$ cat src/rtl/mem_arb_pkg.sv
// Shared definitions for the two-port memory arbiter: FSM state encoding
// and the identifiers used for the instruction and data ports.
package mem_arb_pkg;

    typedef enum logic [1:0] {
        IDLE   = 2'd0,
        BUSY_I = 2'd1,
        BUSY_D = 2'd2,
        REL    = 2'd3
    } state_t;

    // Port identifiers double as bit positions in the request vector.
    localparam logic PORT_I = 1'b0;
    localparam logic PORT_D = 1'b1;

endpackage

$ cat src/rtl/rr_arb2.sv
// Two-requester round-robin pick. On a tie the requester that was not
// granted last wins; a lone requester always wins.
module rr_arb2
    import mem_arb_pkg::*;
(
    input  logic [1:0] req,
    input  logic       last_grant,
    output logic       gnt_valid,
    output logic       gnt_id
);

    // Pick the winner among the current requesters.
    always_comb begin
        gnt_valid = |req;
        gnt_id    = PORT_I;
        if (req[PORT_I] && req[PORT_D]) begin
            gnt_id = ~last_grant;
        end else if (req[PORT_D]) begin
            gnt_id = PORT_D;
        end
    end

endmodule

$ cat src/rtl/mem_arbiter.sv
// Arbitrates one memory between an instruction-cache port and a data-cache
// port. The state register is the only record of who owns the memory; each
// completed transaction is followed by one release cycle, then IDLE.
module mem_arbiter
    import mem_arb_pkg::*;
#(
    parameter int ADDR_W = 28,
    parameter int DATA_W = 128,
    parameter int CNT_W  = 16
) (
    input  logic              clk,
    input  logic              proc_reset_n,
    // instruction-cache port
    input  logic              i_read,
    input  logic              i_write,
    input  logic [ADDR_W-1:0] i_addr,
    input  logic [DATA_W-1:0] i_wdata,
    output logic              i_ready,
    output logic [DATA_W-1:0] i_rdata,
    // data-cache port
    input  logic              d_read,
    input  logic              d_write,
    input  logic [ADDR_W-1:0] d_addr,
    input  logic [DATA_W-1:0] d_wdata,
    output logic              d_ready,
    output logic [DATA_W-1:0] d_rdata,
    // memory side
    output logic              mem_read,
    output logic              mem_write,
    output logic [ADDR_W-1:0] mem_addr,
    output logic [DATA_W-1:0] mem_wdata,
    input  logic [DATA_W-1:0] mem_rdata,
    input  logic              mem_ready,
    // statistics
    output logic [CNT_W-1:0]  stat_i_cnt,
    output logic [CNT_W-1:0]  stat_d_cnt
);

    localparam logic [CNT_W-1:0] CNT_ONE = {{(CNT_W-1){1'b0}}, 1'b1};

    state_t state;
    state_t next_state;
    logic   last_grant;
    logic   gnt_valid;
    logic   gnt_id;
    logic   i_req;
    logic   d_req;

    assign i_req = i_read | i_write;
    assign d_req = d_read | d_write;

    // Read data goes straight through to both caches.
    assign i_rdata = mem_rdata;
    assign d_rdata = mem_rdata;

    rr_arb2 u_rr_arb2 (
        .req        ({d_req, i_req}),
        .last_grant (last_grant),
        .gnt_valid  (gnt_valid),
        .gnt_id     (gnt_id)
    );

    // State register and round-robin history; D is "last" after reset so I wins the first tie.
    always_ff @(posedge clk or negedge proc_reset_n) begin
        // NOTE: registers take non-blocking assignments so every flop samples pre-edge values.
        if (!proc_reset_n) begin
            state      <= IDLE;
            last_grant <= PORT_D;
        end else begin
            state <= next_state;
            if (state == BUSY_I && mem_ready) begin
                last_grant <= PORT_I;
            end else if (state == BUSY_D && mem_ready) begin
                last_grant <= PORT_D;
            end
        end
    end

    // Next-state: grant from IDLE, finish or abandon in BUSY, always one REL cycle.
    always_comb begin
        // NOTE: default first so no path through the case leaves next_state unassigned (no latch).
        next_state = state;
        unique case (state)
            IDLE: begin
                if (gnt_valid) begin
                    next_state = (gnt_id == PORT_I) ? BUSY_I : BUSY_D;
                end
            end
            BUSY_I: begin
                if (mem_ready) begin
                    next_state = REL;
                end else if (!i_req) begin
                    next_state = IDLE;
                end
            end
            BUSY_D: begin
                if (mem_ready) begin
                    next_state = REL;
                end else if (!d_req) begin
                    next_state = IDLE;
                end
            end
            REL:     next_state = IDLE;
            default: next_state = IDLE;
        endcase
    end

    // Outputs: mirror the owning port while busy, everything quiet otherwise.
    always_comb begin
        mem_read  = 1'b0;
        mem_write = 1'b0;
        mem_addr  = '0;
        mem_wdata = '0;
        i_ready   = 1'b0;
        d_ready   = 1'b0;
        unique case (state)
            BUSY_I: begin
                mem_write = i_write;
                mem_read  = i_read & ~i_write;
                mem_addr  = i_addr;
                mem_wdata = i_wdata;
                i_ready   = mem_ready;
            end
            BUSY_D: begin
                mem_write = d_write;
                mem_read  = d_read & ~d_write;
                mem_addr  = d_addr;
                mem_wdata = d_wdata;
                d_ready   = mem_ready;
            end
            default: begin
            end
        endcase
    end

    // Saturating completion counters, bumped on the cycle memory reports done.
    always_ff @(posedge clk or negedge proc_reset_n) begin
        if (!proc_reset_n) begin
            stat_i_cnt <= '0;
            stat_d_cnt <= '0;
        end else begin
            if (state == BUSY_I && mem_ready && stat_i_cnt != '1) begin
                stat_i_cnt <= stat_i_cnt + CNT_ONE;
            end
            if (state == BUSY_D && mem_ready && stat_d_cnt != '1) begin
                stat_d_cnt <= stat_d_cnt + CNT_ONE;
            end
        end
    end

endmodule

$ cat config.mk
export PLATFORM = sky130hd
export DESIGN_NAME = mem_arbiter
export DESIGN_NICKNAME = d
export VERILOG_FILES = /design/src/rtl/mem_arb_pkg.sv /design/src/rtl/rr_arb2.sv /design/src/rtl/mem_arbiter.sv
export SDC_FILE = /design/constraint.sdc
export NUM_CORES = 1
export LEC_CHECK = 0
export CAP_MARGIN = 15
export CORE_AREA = 2 2 344 346
export DETAILED_ROUTE_END_ITERATION = 10
export DIE_AREA = 0 0 346 348
export GPL_ROUTABILITY_DRIVEN = 1
export REMOVE_ABC_BUFFERS = 1
export SLEW_MARGIN = 30
export SYNTH_ARGS = -nofsm -noshare
export SYNTH_HDL_FRONTEND = slang
export SYNTH_SLANG_ARGS = --single-unit
export TNS_END_PERCENT = 20
$ cat constraint.sdc
create_clock -name clk -period 6.1 [get_ports clk]
set_input_delay 1.22 -clock clk [delete_from_list [all_inputs] [get_ports clk]]
set_output_delay 1.22 -clock clk [all_outputs]
set_load 0.02 [all_outputs]
---- Word-level counts from Yosys, hierarchy flattened ----
Cells that the tools add are included.
storage, ports and cells
  register bits after elaboration ......... 35
  output and inout port bits .............. 448
operators by class
  add/sub/neg operators ................... 2
  eq/ne operators ......................... 8
  mux-type cells .......................... 17
  bitwise logic cells ..................... 7
  reduce and logical (&&, ||, !) cells .... 9
operators by type and width
  cell                                            count
  case mux 128 bit (2 select lines)               1
  case mux 28 bit (2 select lines)                1
  adder 16 x 1 -> 16 bit (second input constant)  2
  != test 16 bit (second input constant)          2
  two-way mux 2 bit                               6
  case mux 2 bit (4 select lines)                 1
  two-way mux 1 bit                               6
  != test 3 bit (second input constant)           2
  logical AND 1 bit                               5
  == test 2 bit (second input constant)           2
  case mux 1 bit (2 select lines)                 2
  inverter 1 bit                                  3
  AND reduction 3 bit                             1
  bitwise AND 1 bit                               2
  == test 2 x 1 -> 1 bit (second input constant)  1
  logical NOT 2 bit                               1
  != test 2 bit (second input constant)           1
  OR 1 bit                                        2
  nonzero test 2 bit                              1
  OR reduction 2 bit                              1

---- Depth between registers and ports, before layout ----
Gate-level depths: netlist of the first run.
  depth after elaboration ................. 6
  depth in mapped cells ................... 8
  mapped depth without buffers ............ 7

---- Cells and area by module ----
Synthesis of the first run repeated with hierarchy kept, for this count alone.
unflattened totals
  cell total of the unflattened synthesis .. 803
  area total of the unflattened synthesis .. 6194.7 sq um
modules (own cells, without submodules)
  module       instances  cells each  area an instance (sq um)  sequential area each (sq um)
  mem_arbiter  1          801         6180.9                    877.1
  rr_arb2      1          2           13.8                      0.0

---- Worst setup path after synthesis of the first run ----
No wires, ideal clock.
  path kind ............................... input to output
  start point ............................. input port d_write
  end point ............................... output port mem_read
  data arrival time ....................... 1867 ps
  slack ................................... 3013 ps
  stages .................................. 2
  path buffers ............................ 0
  path through ............................ nand3b_1 -> a21boi_0
on the way
  longest elaborated chain between the ends .. 3
RTL lines
  what                             line                source
  start: declaration               mem_arbiter.sv:22   input logic d_write,
  inverter 1 bit                   mem_arbiter.sv:126  mem_read = d_read & ~d_write;
  bitwise AND 1 bit                mem_arbiter.sv:126
  case mux 1 bit (2 select lines)  mem_arbiter.sv:116  unique case (state)
  end: declaration                 mem_arbiter.sv:28   output logic mem_read,
Every way passes these cells.

---- Worst setup path after layout of the first run ----
  start point ............................. register state[0]
  end point ............................... output port mem_wdata[85]
on the way
  longest elaborated chain between the ends .. 2
RTL lines
  what                                                            line                source
  start: declaration                                              mem_arbiter.sv:41   state_t state;
  start signal: assignment                                        mem_arbiter.sv:70   state <= next_state;
  == test 2 bit / == test 2 x 1 -> 1 bit (equally long branches)  mem_arbiter.sv:116
  case mux 128 bit (2 select lines) (*)                           mem_arbiter.sv:116
  end: declaration                                                mem_arbiter.sv:31   output logic [DATA_W-1:0] mem_wdata,
Every way passes the cells marked *; elsewhere a longest branch is shown, timed or not.

==> results of run 1 <==
[final cells by class]
class | instances | area, µm² | area share
sequential | 35 | 877 | 0.0764
inverter | 6 | 22.5 | 0.00196
multi-input combinational | 445 | 3160 | 0.275
tap | 1536 | 1920 | 0.167
timing repair buffer | 533 | 5350 | 0.466
antenna | 7 | 17.5 | 0.00153
clock inverter | 1 | 5.00 | 0.000436
clock buffer | 7 | 133 | 0.0115
[metrics by stage]
stage	total power (W)	worst slack (ns)	hold WS [ns]	area (µm²)
after global routing	0.00525	0.966	0.521	11500
final	0.00488	1.08	0.503	11500
after floorplan	0.00211	0.911	0.477	3990
after detailed placement	0.00479	1.41	0.497	11300
after CTS	0.00506	1.19	0.505	11400
after global placement	0.00470	1.23	0.486	11100
[registers in the layout, indices dropped and copies added (netlist names)]
register	count
stat_d_cnt	16
stat_i_cnt	16
state	2
last_grant	1
[cell usage in the layout, fill, tap and decap left out, drive strengths merged]
cell type / count
and3: 5
clkdlybuf4s50: 510
nor4b: 1
nor3: 6
nor3b: 1
buf: 23
xnor2: 15
or3: 1
clkbuf: 7
diode: 7
nor2b: 157
xor2: 12
clkinv: 1
nor2: 11
and2: 2
a22oi: 157
or4: 2
o211ai: 3
and4: 4
mux2: 5
dfrtp: 34
o211a: 1
ha: 8
inv: 6
nand3: 9
a21boi: 1
nand3b: 2
mux2i: 2
nor4: 6
dfstp: 1
o21ai: 6
nand4: 11
o2111ai: 1
a21oi: 4
nand2: 12
[power by group through the flow]
stage	clock network, W	logic (W)	registers (W)
final	0.000245	0.00430	0.000329
after global routing	0.000261	0.00465	0.000335
after CTS	0.000251	0.00448	0.000328
after detailed placement	0	0.00446	0.000331
after global placement	0	0.00437	0.000329
after floorplan	0	0.00176	0.000352
[worst paths after layout]
path	from	to	slack, ns	cells after the start
min	last_grant	last_grant	0.50	2
max in group asynchronous	proc_reset_n	last_grant	4.41	2
min in group asynchronous	proc_reset_n	stat_i_cnt[1]	1.36	2
max reg2reg	state[1]	stat_i_cnt[14]	3.21	7
min reg2reg	last_grant	last_grant	0.50	2
max	state[0]	mem_wdata[85]	1.08	7
[worst min-delay path, cell delays in order (launching register included)]
cell and delay [ns]:
sky130_fd_sc_hd__dfstp_2 0.37, sky130_fd_sc_hd__nor2_1 0.09, sky130_fd_sc_hd__nor2_1 0.05
[routing by layer]
layer  global-route usage  wire length [µm]  vias to the layer above
li1                     -                 -                     2963
met1                0.199             43600                     3632
met2                0.215             37900                      997
met3                0.145             20000                       77
met4               0.0250              1640                       20
met5               0.0416               657                        -
[kinds of logic after synthesis]
logic type      share of synthesized area
buf+inv                             0.352
simple gates                        0.228
compound gates                      0.209
flops                               0.143
xor+xnor                           0.0386
fa+ha+maj                          0.0164
mux                                0.0131
==> results.txt, run 1 <==
The flow ran to the end, and the final reports show no timing, DRC or antenna violations. The root buffer cell chosen for the clock tree is sky130_fd_sc_hd__clkbuf_16. The wire length of the first global-routing pass is 122000 µm. The number of enable flip-flop cells after synthesis is 0. The worst setup path is captured at an output port.

The DRC violations left is 0. Setup repair after global routing left no endpoint under its margin. The die covers between 100000 and 150000 µm². The number of global-route vias before repair was 7700. The share of total power dissipated in combinational logic is 0.882. 895 I/O pins were placed. The standard-cell row count came out at around 130. The utilization of the core after routing is 0.0982. The number of violations reported at the end of detailed-routing iteration 0 came out at 503. Counting distinct cell types in the post-synthesis netlist gives 41. The maximum root-to-sink buffer count came out at 2. After clock tree synthesis, the repair step resized 0 gates. The aggregate global-route resource usage is 0.165. From synthesis to final layout, the design area changed by 87.6%. For this run, the post-layout net count is between 1000 and 1500. For the worst setup path, the data required time is 4.88 ns.

The library cell with the highest instance count after synthesis is sky130_fd_sc_hd__buf_4. The cell area power density came out at around 420 nW/µm². The sequential group share of total power came out at 0.068. The total of endpoints with negative setup slack in the final report came out at 0. The static leakage is 3.48 nW.

The slew at the pin closest to its max-slew limit came out at 0.945 ns. The maximum clock frequency came out at 0.199 GHz. The fraction of power spent switching nets is 0.572. The setup path with the least slack is of type reg -> out.

The minimum clock period after layout is between 5 and 6 ns. The total congestion overflow after global routing came out at 0. After clock tree synthesis, the clock-pin slew on the worst setup and hold paths is 0.06 ns. Detailed placement ended at an HPWL of roughly 89000 µm. STA classifies the critical path startpoint as a flip-flop. The area fraction of the dominant cell type after synthesis is 0.314. The number of sinks handled by clock tree synthesis is 35. The wire length per cell after detailed routing came out at 40.4 µm. The post-synthesis cell count came out at 796. In the synthesized netlist the async set-or-reset flop fraction comes to 1.00.

Ranked by total cell area, the synthesized netlist is headed by sky130_fd_sc_hd__buf_4 (31%), sky130_fd_sc_hd__a22oi_1 (19%), sky130_fd_sc_hd__nor2b_1 (16%), sky130_fd_sc_hd__dfrtp_1 (14%), sky130_fd_sc_hd__clkbuf_1 (3.2%). The effective utilization at floorplan came out at 0.0523. The worst-case headroom to the max-slew limit came out at 0.370.

In the final layout, the share of cells above drive strength 1 is 0.0477. Among all stages on the critical path, the largest delay is contributed by sky130_fd_sc_hd__clkdlybuf4s50_1. Along the worst path, the maximum fanout reaches 73. The internal power came out at around 0.0021 W. The switching power came out at 0.00279 W. The path category of the worst min-delay check is reg -> reg.

The area of the core region is 117000 µm². The post-synthesis register bit count came out at 35. The post-layout instance count excluding filler cells is 2570.

Dividing the detail-routed via count by the number of cells gives between 2 and 3. The post-route clock period utilization came out at 0.823. In the synthesized netlist the dominant register cell turns out to be sky130_fd_sc_hd__dfrtp_1. The final-report hold violation count is 0. The maximum vdd ir drop came out at 0.338 mV. The kind of cell with the highest combined delay along the critical path is buffers and inverters. The setup TNS is 0 ns. The part of the Yosys area used for sequential elements came out at 0.143. The count of pins over their slew limit is 0. For the worst setup path, the data arrival time is 3.80 ns. The routed design has 104000 µm of wire.

Across all layers, the routed design uses 7689 vias. The detailed-router iteration count before antenna repair came out at 5. The insertion delay to the later sink of the worst-skew pair is 0.28 ns. The peak per-stage delay on the critical path is 0.67 ns. The worst clock skew came out at between 0.006 and 0.007 ns. The die is 348 µm tall. Hold repair after CTS inserted 0 buffers. The combined area of all synthesized cells came out at 6120 µm². In this run the post-CTS setup repair buffer count came out at 0.

The max capacitance violation total came out at 0. The critical path goes through inv_1, ha_4, buf_12, a22oi_1, buf_4, nor2b_1, clkdlybuf4s50_1. The total instance count after detailed placement came out at around 2600. The chip width is 346 µm. The commonest cells after synthesis are sky130_fd_sc_hd__buf_4 (256), sky130_fd_sc_hd__a22oi_1 (157), sky130_fd_sc_hd__nor2b_1 (157).

During placement, the flow inserted port buffers numbering 510. Entering global routing, the biggest net connects slightly below 80 pins. TritonCTS built the clock tree. The number of H-tree levels is 2.

sky130_fd_sc_hd__buf_4 takes more of the synthesized area than any other cell. The initial antenna violation count is 16. The per-instance average area after synthesis came out at 7.69 µm². During synthesis, Yosys emitted a total of 0 warnings. The count of nets left with antenna violations once routing finished came out at 0. At the end of routability-driven placement, the weighted congestion stood at 0.823. The number of filler cells placed in the layout came out at 13600.

TritonCTS created 5 clock buffers. The buffer and inverter count on the worst path is 4. The clock group share of total power came out at 0.050.
Note: power is estimated with default switching activity, not from simulation.
==> run 2, diff against run 1 <==
CORE_AREA = 2 2 353 355   (was 2 2 344 346)
DIE_AREA = 0 0 355 357   (was 0 0 346 348)
clock period = 4.1 ns   (was 6.1 ns; I/O delays follow)
==> run 2 against run 1 <==
Routed wire length fell by 6.3%. Flip-flop and latch count did not move. Sequential share of layout area rose by 0.078 points. Worst setup slack got worse by 0.78 ns. Die area rose by 5.3%. Combinational power rose by 38%. Clock power rose by 55%. Critical path type unchanged. Critical path depth fell by 1. Final cell count rose by 3.8%. Largest cell class unchanged. Register-to-register slack got worse by 1.5 ns.
==> results.txt, run 2 (same netlist as run 1, synthesis figures left out) <==
The I/O pin count is 895. The maximum root-to-sink buffer count is 2. The number of nets in the layout is 1471. The number of buffers created by CTS came out at 5. The DRC violations left came out at 0. The cell area power density came out at 601 nW/µm². Along the worst hold path, the cell count comes to 1. The arrival time of data at the critical path endpoint came out at about 3.0 ns. The aggregate global-route resource usage came out at 0.146. Timing would allow up to 0.263 GHz. The chip width is 355 µm. The number of sinks handled by clock tree synthesis is 35.

STA classifies the critical path startpoint as a flip-flop. The overall die height came out at 357 µm. The insertion delay to the later sink of the worst-skew pair is 0.29 ns. The standard-cell row count is 129.

The area of the core region came out at between 100000 and 150000 µm². The library cells used most frequently in the layout, excluding fill and tap cells, are sky130_fd_sc_hd__clkdlybuf4s50_1 (449), sky130_fd_sc_hd__a22oi_1 (157), sky130_fd_sc_hd__nor2b_1 (157), sky130_fd_sc_hd__buf_4 (69), sky130_fd_sc_hd__dfrtp_1 (34). The initial antenna violation count is 17. Routability-driven placement finished with a final weighted congestion of 0.843. The number of H-tree levels came out at 2. The post-route clock period utilization came out at 0.926. The worst-case headroom to the max-slew limit is 0.405. The share of cells above drive strength 1 came out at 0.0944. The number of global-route vias before repair is 7538.

TritonCTS built the clock tree. Of all nets on the critical path, the largest fanout is 38. The number of buffers inserted by post-CTS setup repair came out at 0. The maximum vdd ir drop came out at 0.359 mV. The most frequent standard cell in the layout excluding fill and tap cells is sky130_fd_sc_hd__clkdlybuf4s50_1. The quantity of gates resized following cts is 0. The largest registers in the layout are stat_d_cnt x16, stat_i_cnt x16, state x2.

The cell area reported after detailed placement came out at 11200 µm². The path class of the tightest hold or removal check is reg -> reg. The met1 usage in global routing came out at 0.166. Entering global routing, the biggest net connects 77 pins. The final-report hold violation count was 0. The worst setup path is of the reg -> out kind. Once layout is complete, the utilization of the core stands at 0.0924. The count of input and output buffers came out at 510. The total routed wirelength came out at 97300 µm. Max-cap violations in this run came to 0. The number of violations reported at the end of detailed-routing iteration 0 came out at 534. For met2 alone, demand over resource in global routing was 0.181. The cell at the root of the clock tree is sky130_fd_sc_hd__clkbuf_16.

The total instance count after detailed placement came out at 2646. The detailed-router iteration count before antenna repair came out at 5. The flow ran to the end, and the final reports show no timing, DRC or antenna violations.

The HPWL after detailed placement came out at roughly 83000 µm. The final route contains 7509 vias. The first global-routing pass estimated roughly 110000 µm of wire. The required time at the endpoint of the critical path is between 3 and 4 ns.

For this run, global-route usage on met3 was measured as 0.153. The floorplan step defined a die boundary enclosing 127000 µm². The number of filler cells placed in the layout came out at 14400.

The finished cells cover 11400 µm². The average via count per standard cell is between 2 and 3. The count of pins over their slew limit came out at 0. On the final layout, the worst hold slack is about 0.5 ns. The slew at the pin closest to its max-slew limit is 0.884 ns. The number of hold buffers added after CTS came out at 0. met2 is the most crowded layer. Setup repair after global routing left no endpoint under its margin. The worst setup path is captured at an output port. The effective utilization at floorplan came out at 0.0498. After the flow finishes, the layout carries non-filler instances totaling approximately 2700.

The remaining number of nets flagged by the antenna check after routing came out at 0. The worst register-to-register path has a depth of 7. Dividing the detail-routed wire length by the instance count gives 36.5 µm.

The worst register-to-register path has a setup slack of around 1.7 ns. The total of endpoints with negative setup slack in the final report came out at 0. The smallest clock period supported by the final layout is computed as 3.80 ns.

The clock slew at the register clock pins of the worst setup and hold paths came out at 0.06 ns. The static leakage is approximately 3.5 nW. The total congestion overflow after global routing came out at 0. The worst clock skew came out at around 0.0044 ns. The area added between synthesis and finish came out at 85.7%.
-- run 2: changes by cell type in the layout (fill, tap and decap cells not counted), moves of 2 or more --
| cell | previous run | this run |
|---|---|---|
| sky130_fd_sc_hd__clkdlybuf4s50_1 | 510 | 449 |
| sky130_fd_sc_hd__buf_4 | 18 | 69 |
| sky130_fd_sc_hd__diode_2 | 7 | 14 |
| sky130_fd_sc_hd__a22oi_1 | 151 | 157 |
| sky130_fd_sc_hd__a22oi_2 | 6 | 0 |
| sky130_fd_sc_hd__buf_12 | 2 | 5 |
| sky130_fd_sc_hd__buf_16 | 2 | 0 |
| sky130_fd_sc_hd__clkbuf_1 | 2 | 0 |
| sky130_fd_sc_hd__clkinvlp_4 | 0 | 2 |
-- run 2: critical path, stage by stage, from the launching register on --
cell                              delay (ns)
sky130_fd_sc_hd__dfrtp_1                0.42
sky130_fd_sc_hd__inv_1                  0.24
sky130_fd_sc_hd__ha_4                   0.54
sky130_fd_sc_hd__buf_12                 0.28
sky130_fd_sc_hd__a22oi_1                0.30
sky130_fd_sc_hd__nor2b_1                0.23
sky130_fd_sc_hd__clkdlybuf4s50_1        0.63
-- run 2: layout make-up --
cell class,instances,area (µm²),area share
inverters,6,22.5,0.00198
flip-flops and latches,35,877,0.0772
clock buffers,5,125,0.0110
well taps,1637,2050,0.180
clock inverters,3,20.0,0.00176
multi-input cells,445,3130,0.275
repair buffers,523,5110,0.450
diodes,14,35.0,0.00308
-- run 2: power by group --
| group | total, W | internal [W] | leakage [nW] | switching, W |
|---|---|---|---|---|
| Sequential | 0.000501 | 0.000409 | 0.463 | 0.0000922 |
| Combinational | 0.00595 | 0.00232 | 3.01 | 0.00364 |
| Clock | 0.000379 | 0.000224 | 0.0659 | 0.000155 |
-- run 2: metrics by stage --
stage | setup slack [ns] | setup TNS (ns) | total power (W)
floorplan | -0.689 | -113.39 | 0.00314
global placement | 0.565 | 0 | 0.00678
detailed placement | 0.558 | 0 | 0.00674
CTS | 0.253 | 0 | 0.00715
global route | 0.168 | 0 | 0.00741
finish | 0.304 | 0 | 0.00683
-- run 2: worst paths after layout --
path / to / start
worst max-delay path: mem_wdata[112] / state[0]
worst min-delay path: stat_i_cnt[8] / stat_i_cnt[8]
worst max register to register: stat_i_cnt[14] / state[1]
worst min register to register: stat_i_cnt[8] / stat_i_cnt[8]
max in group asynchronous: last_grant / proc_reset_n
min in group asynchronous: stat_i_cnt[10] / proc_reset_n
-- run 2: per-layer routing --
metal  vias to the layer above  wire length [µm]
li1                       2957                 -
met1                      3545             38400
met2                       880             34100
met3                        99             22000
met4                        28              1810
met5                         -              1000
==> run 3, diff against run 2 <==
GPL_TIMING_DRIVEN = 0   (was default)
==> run 3 against run 2 <==
Final cell count is 0.67% lower. Sequential power is 2% lower. Count of clock-buffer cells in the layout is 1 higher. Sequential share of layout area about the same. Utilization about the same. Hold slack got worse by 0.099 ns.
==> results.txt, run 3 (same netlist as run 1, synthesis figures left out) <==
The flow ran to the end, and the final reports show no timing, DRC or antenna violations. The detailed router placed 7356 vias in this run. Dividing the detail-routed wire length by the instance count gives 35.5 µm.

The DRC violations left came out at 0. At the worst endpoint, the arrival time is 3.11 ns. No sink is reached through more buffers than the 2 on the longest clock path.

The initial antenna violation count was 8. The initial utilization of the core area, before any placement, comes to 0.0498. The switching power came out at 0.00381 W. The setup slack after placement came out at -0.136 ns. The final estimated routing congestion in global placement is between 0.8 and 0.9.

The sequential group share of total power is 0.073. Between clock sinks in the finished design, the worst skew comes to around 0.0049 ns. The fraction of power spent switching nets came out at 0.563. The floorplan step defined a die boundary enclosing approximately 130000 µm².

IR analysis of the VDD net gives a maximum drop of 0.457 mV. The aggregate global-route resource usage is 0.142. The first global-routing pass estimated approximately 110000 µm of wire. By startpoint and endpoint, the worst setup path is classified as reg -> out. The core region is 123000 µm². The number of violations reported at the end of detailed-routing iteration 0 is 576. In the layout the commonest cells are sky130_fd_sc_hd__clkdlybuf4s50_1 (440), sky130_fd_sc_hd__a22oi_1 (157), sky130_fd_sc_hd__nor2b_1 (156), sky130_fd_sc_hd__dfrtp_1 (34), sky130_fd_sc_hd__clkbuf_2 (31). Dividing total power by cell area gives a power density of 595 nW/µm². After global routing the overflow that remains totals 0. The clock slew at the register clock pins of the worst setup and hold paths came out at 0.06 ns.

Once the clock tree was built, the setup fixing pass inserted 0 buffers. The post-route clock period utilization is 0.958. TritonCTS built the clock tree.

The chip width came out at between 300 and 400 µm. The number of sinks handled by clock tree synthesis came out at 35. The overall die height is 357 µm. The pin count of the biggest net entering global routing came out at 77.

The total of endpoints with negative setup slack in the final report came out at 0. Port buffering added between 500 and 600 buffers. The share of total power in combinational logic is 0.861. The detailed-router iteration count before antenna repair is 5. The setup TNS came out at 0 ns. The average via count per standard cell is between 2 and 3.

The number of nets in the layout came out at 1465. The maximum clock frequency is 0.255 GHz. The max capacitance violation total came out at 0. The largest driver fanout on the critical path is 66. The count of pins over their slew limit is 0. Summed over all layers, the routed wires come to between 90000 and 100000 µm.

The post-layout instance count excluding filler cells came out at around 2700. The number of buffers created by CTS is 5. The cell at the root of the clock tree is sky130_fd_sc_hd__clkbuf_16. After floorplanning, the core was divided into 129 placement rows.

The final-report hold violation count was 0. The internal power is 0.00296 W. The most frequent standard cell in the layout excluding fill and tap cells is sky130_fd_sc_hd__clkdlybuf4s50_1. Of the cells placed in the final design, the portion with a size suffix greater than 1 is 0.0712. The internal reg-to-reg setup slack is approximately 1.4 ns. The area growth from synthesis to layout is 86.0%. The insertion delay to the later sink of the worst-skew pair is 0.29 ns. Setup repair after global routing could not meet its margin everywhere.

The number of hold buffers added after CTS came out at 0. Including well taps, the total number of placed cells is between 2000 and 3000. STA classifies the critical path startpoint as a flip-flop. The remaining number of nets flagged by the antenna check after routing is 0. The worst-case headroom to the max-slew limit is 0.412.

The required time at the endpoint of the critical path came out at around 3.3 ns. The largest registers in the layout are stat_d_cnt x16, stat_i_cnt x16, state x2. The HPWL after detailed placement came out at 79900 µm. The min-delay analysis places its worst path in the category in -> async. Of the total power, the clock network draws 0.067. Across all setup checks in the final design, the least slack found is 0.172 ns. The static leakage came out at 3.66 nW. The minimum clock period after layout came out at 3.93 ns.

The number of H-tree levels came out at 2. The I/O pin count is between 800 and 900. For the pin with the worst max-slew slack, the measured transition is between 0.8 and 0.9 ns. The type of destination of the critical path is an output port. The number of global-route vias before repair came out at 7318.
-- run 3: cell count changes in the layout (fill, tap and decap cells not counted), moves of 2 or more --
cell	before	now
sky130_fd_sc_hd__buf_4	69	0
sky130_fd_sc_hd__clkbuf_2	0	31
sky130_fd_sc_hd__dlygate4sd2_1	0	20
sky130_fd_sc_hd__diode_2	14	2
sky130_fd_sc_hd__clkdlybuf4s15_2	0	9
sky130_fd_sc_hd__clkdlybuf4s50_1	449	440
sky130_fd_sc_hd__buf_16	0	6
sky130_fd_sc_hd__dlymetal6s2s_1	0	5
sky130_fd_sc_hd__buf_12	5	1
sky130_fd_sc_hd__clkdlybuf4s15_1	0	4
sky130_fd_sc_hd__clkinvlp_4	2	0
-- run 3: per-stage QoR --
stage	hold slack (ns)	area [µm²]	total power, W	utilization
2_1_floorplan	0.477	3990	0.00314	-
5_1_grt	0.411	11400	0.00742	0.0925
3_3_place_gp	0.494	11100	0.00579	0.0906
3_5_place_dp	0.497	11400	0.00685	0.0924
4_1_cts	0.401	11500	0.00718	0.0934
6_report	0.397	11400	0.00678	0.0926
-- run 3: worst paths after layout --
check                               from        endpoint  cells after the start
max                             state[1]   mem_wdata[62]                      7
max in group asynchronous   proc_reset_n      last_grant                      2
min                         proc_reset_n   stat_i_cnt[8]                      1
min reg2reg                stat_i_cnt[8]   stat_i_cnt[8]                      1
min in group clk           stat_i_cnt[8]   stat_i_cnt[8]                      1
max reg2reg                     state[1]  stat_i_cnt[14]                      6
-- run 3: critical path, stage by stage (launching register included) --
cell	delay, ns
sky130_fd_sc_hd__dfrtp_1	0.43
sky130_fd_sc_hd__inv_1	0.20
sky130_fd_sc_hd__ha_4	0.52
sky130_fd_sc_hd__buf_16	0.27
sky130_fd_sc_hd__buf_16	0.29
sky130_fd_sc_hd__a22oi_1	0.23
sky130_fd_sc_hd__nor2b_1	0.18
sky130_fd_sc_hd__dlygate4sd2_1	0.53
-- run 3: layer usage --
layer,routed length (µm),GRT usage
met5,1010,0.0707
met4,1260,0.0224
met3,21400,0.146
met2,33000,0.176
met1,37400,0.161
-- run 3: cell type report --
cell class	instances	area (µm²)
inverter	6	22.5
clock buffer	6	139
timing repair buffer	517	5130
fill	14400	112000
antenna	2	5.00
clock inverter	2	35.0
tap	1637	2050
multi-input combinational	445	3130
sequential	35	877
-- run 3: timing repair --
item,in CTS,in global routing
pin swaps,1,0
gates resized for setup,85,70
endpoints found under the setup margin,65,42
-- run 3: power groups by stage --
stage | Combinational (W) | Clock, W | Sequential (W)
finish | 0.00583 | 0.000453 | 0.000492
global route | 0.00644 | 0.000473 | 0.000505
CTS | 0.00623 | 0.000464 | 0.000492
detailed placement | 0.00636 | 0 | 0.000493
global placement | 0.00530 | 0 | 0.000488
floorplan | 0.00262 | 0 | 0.000524
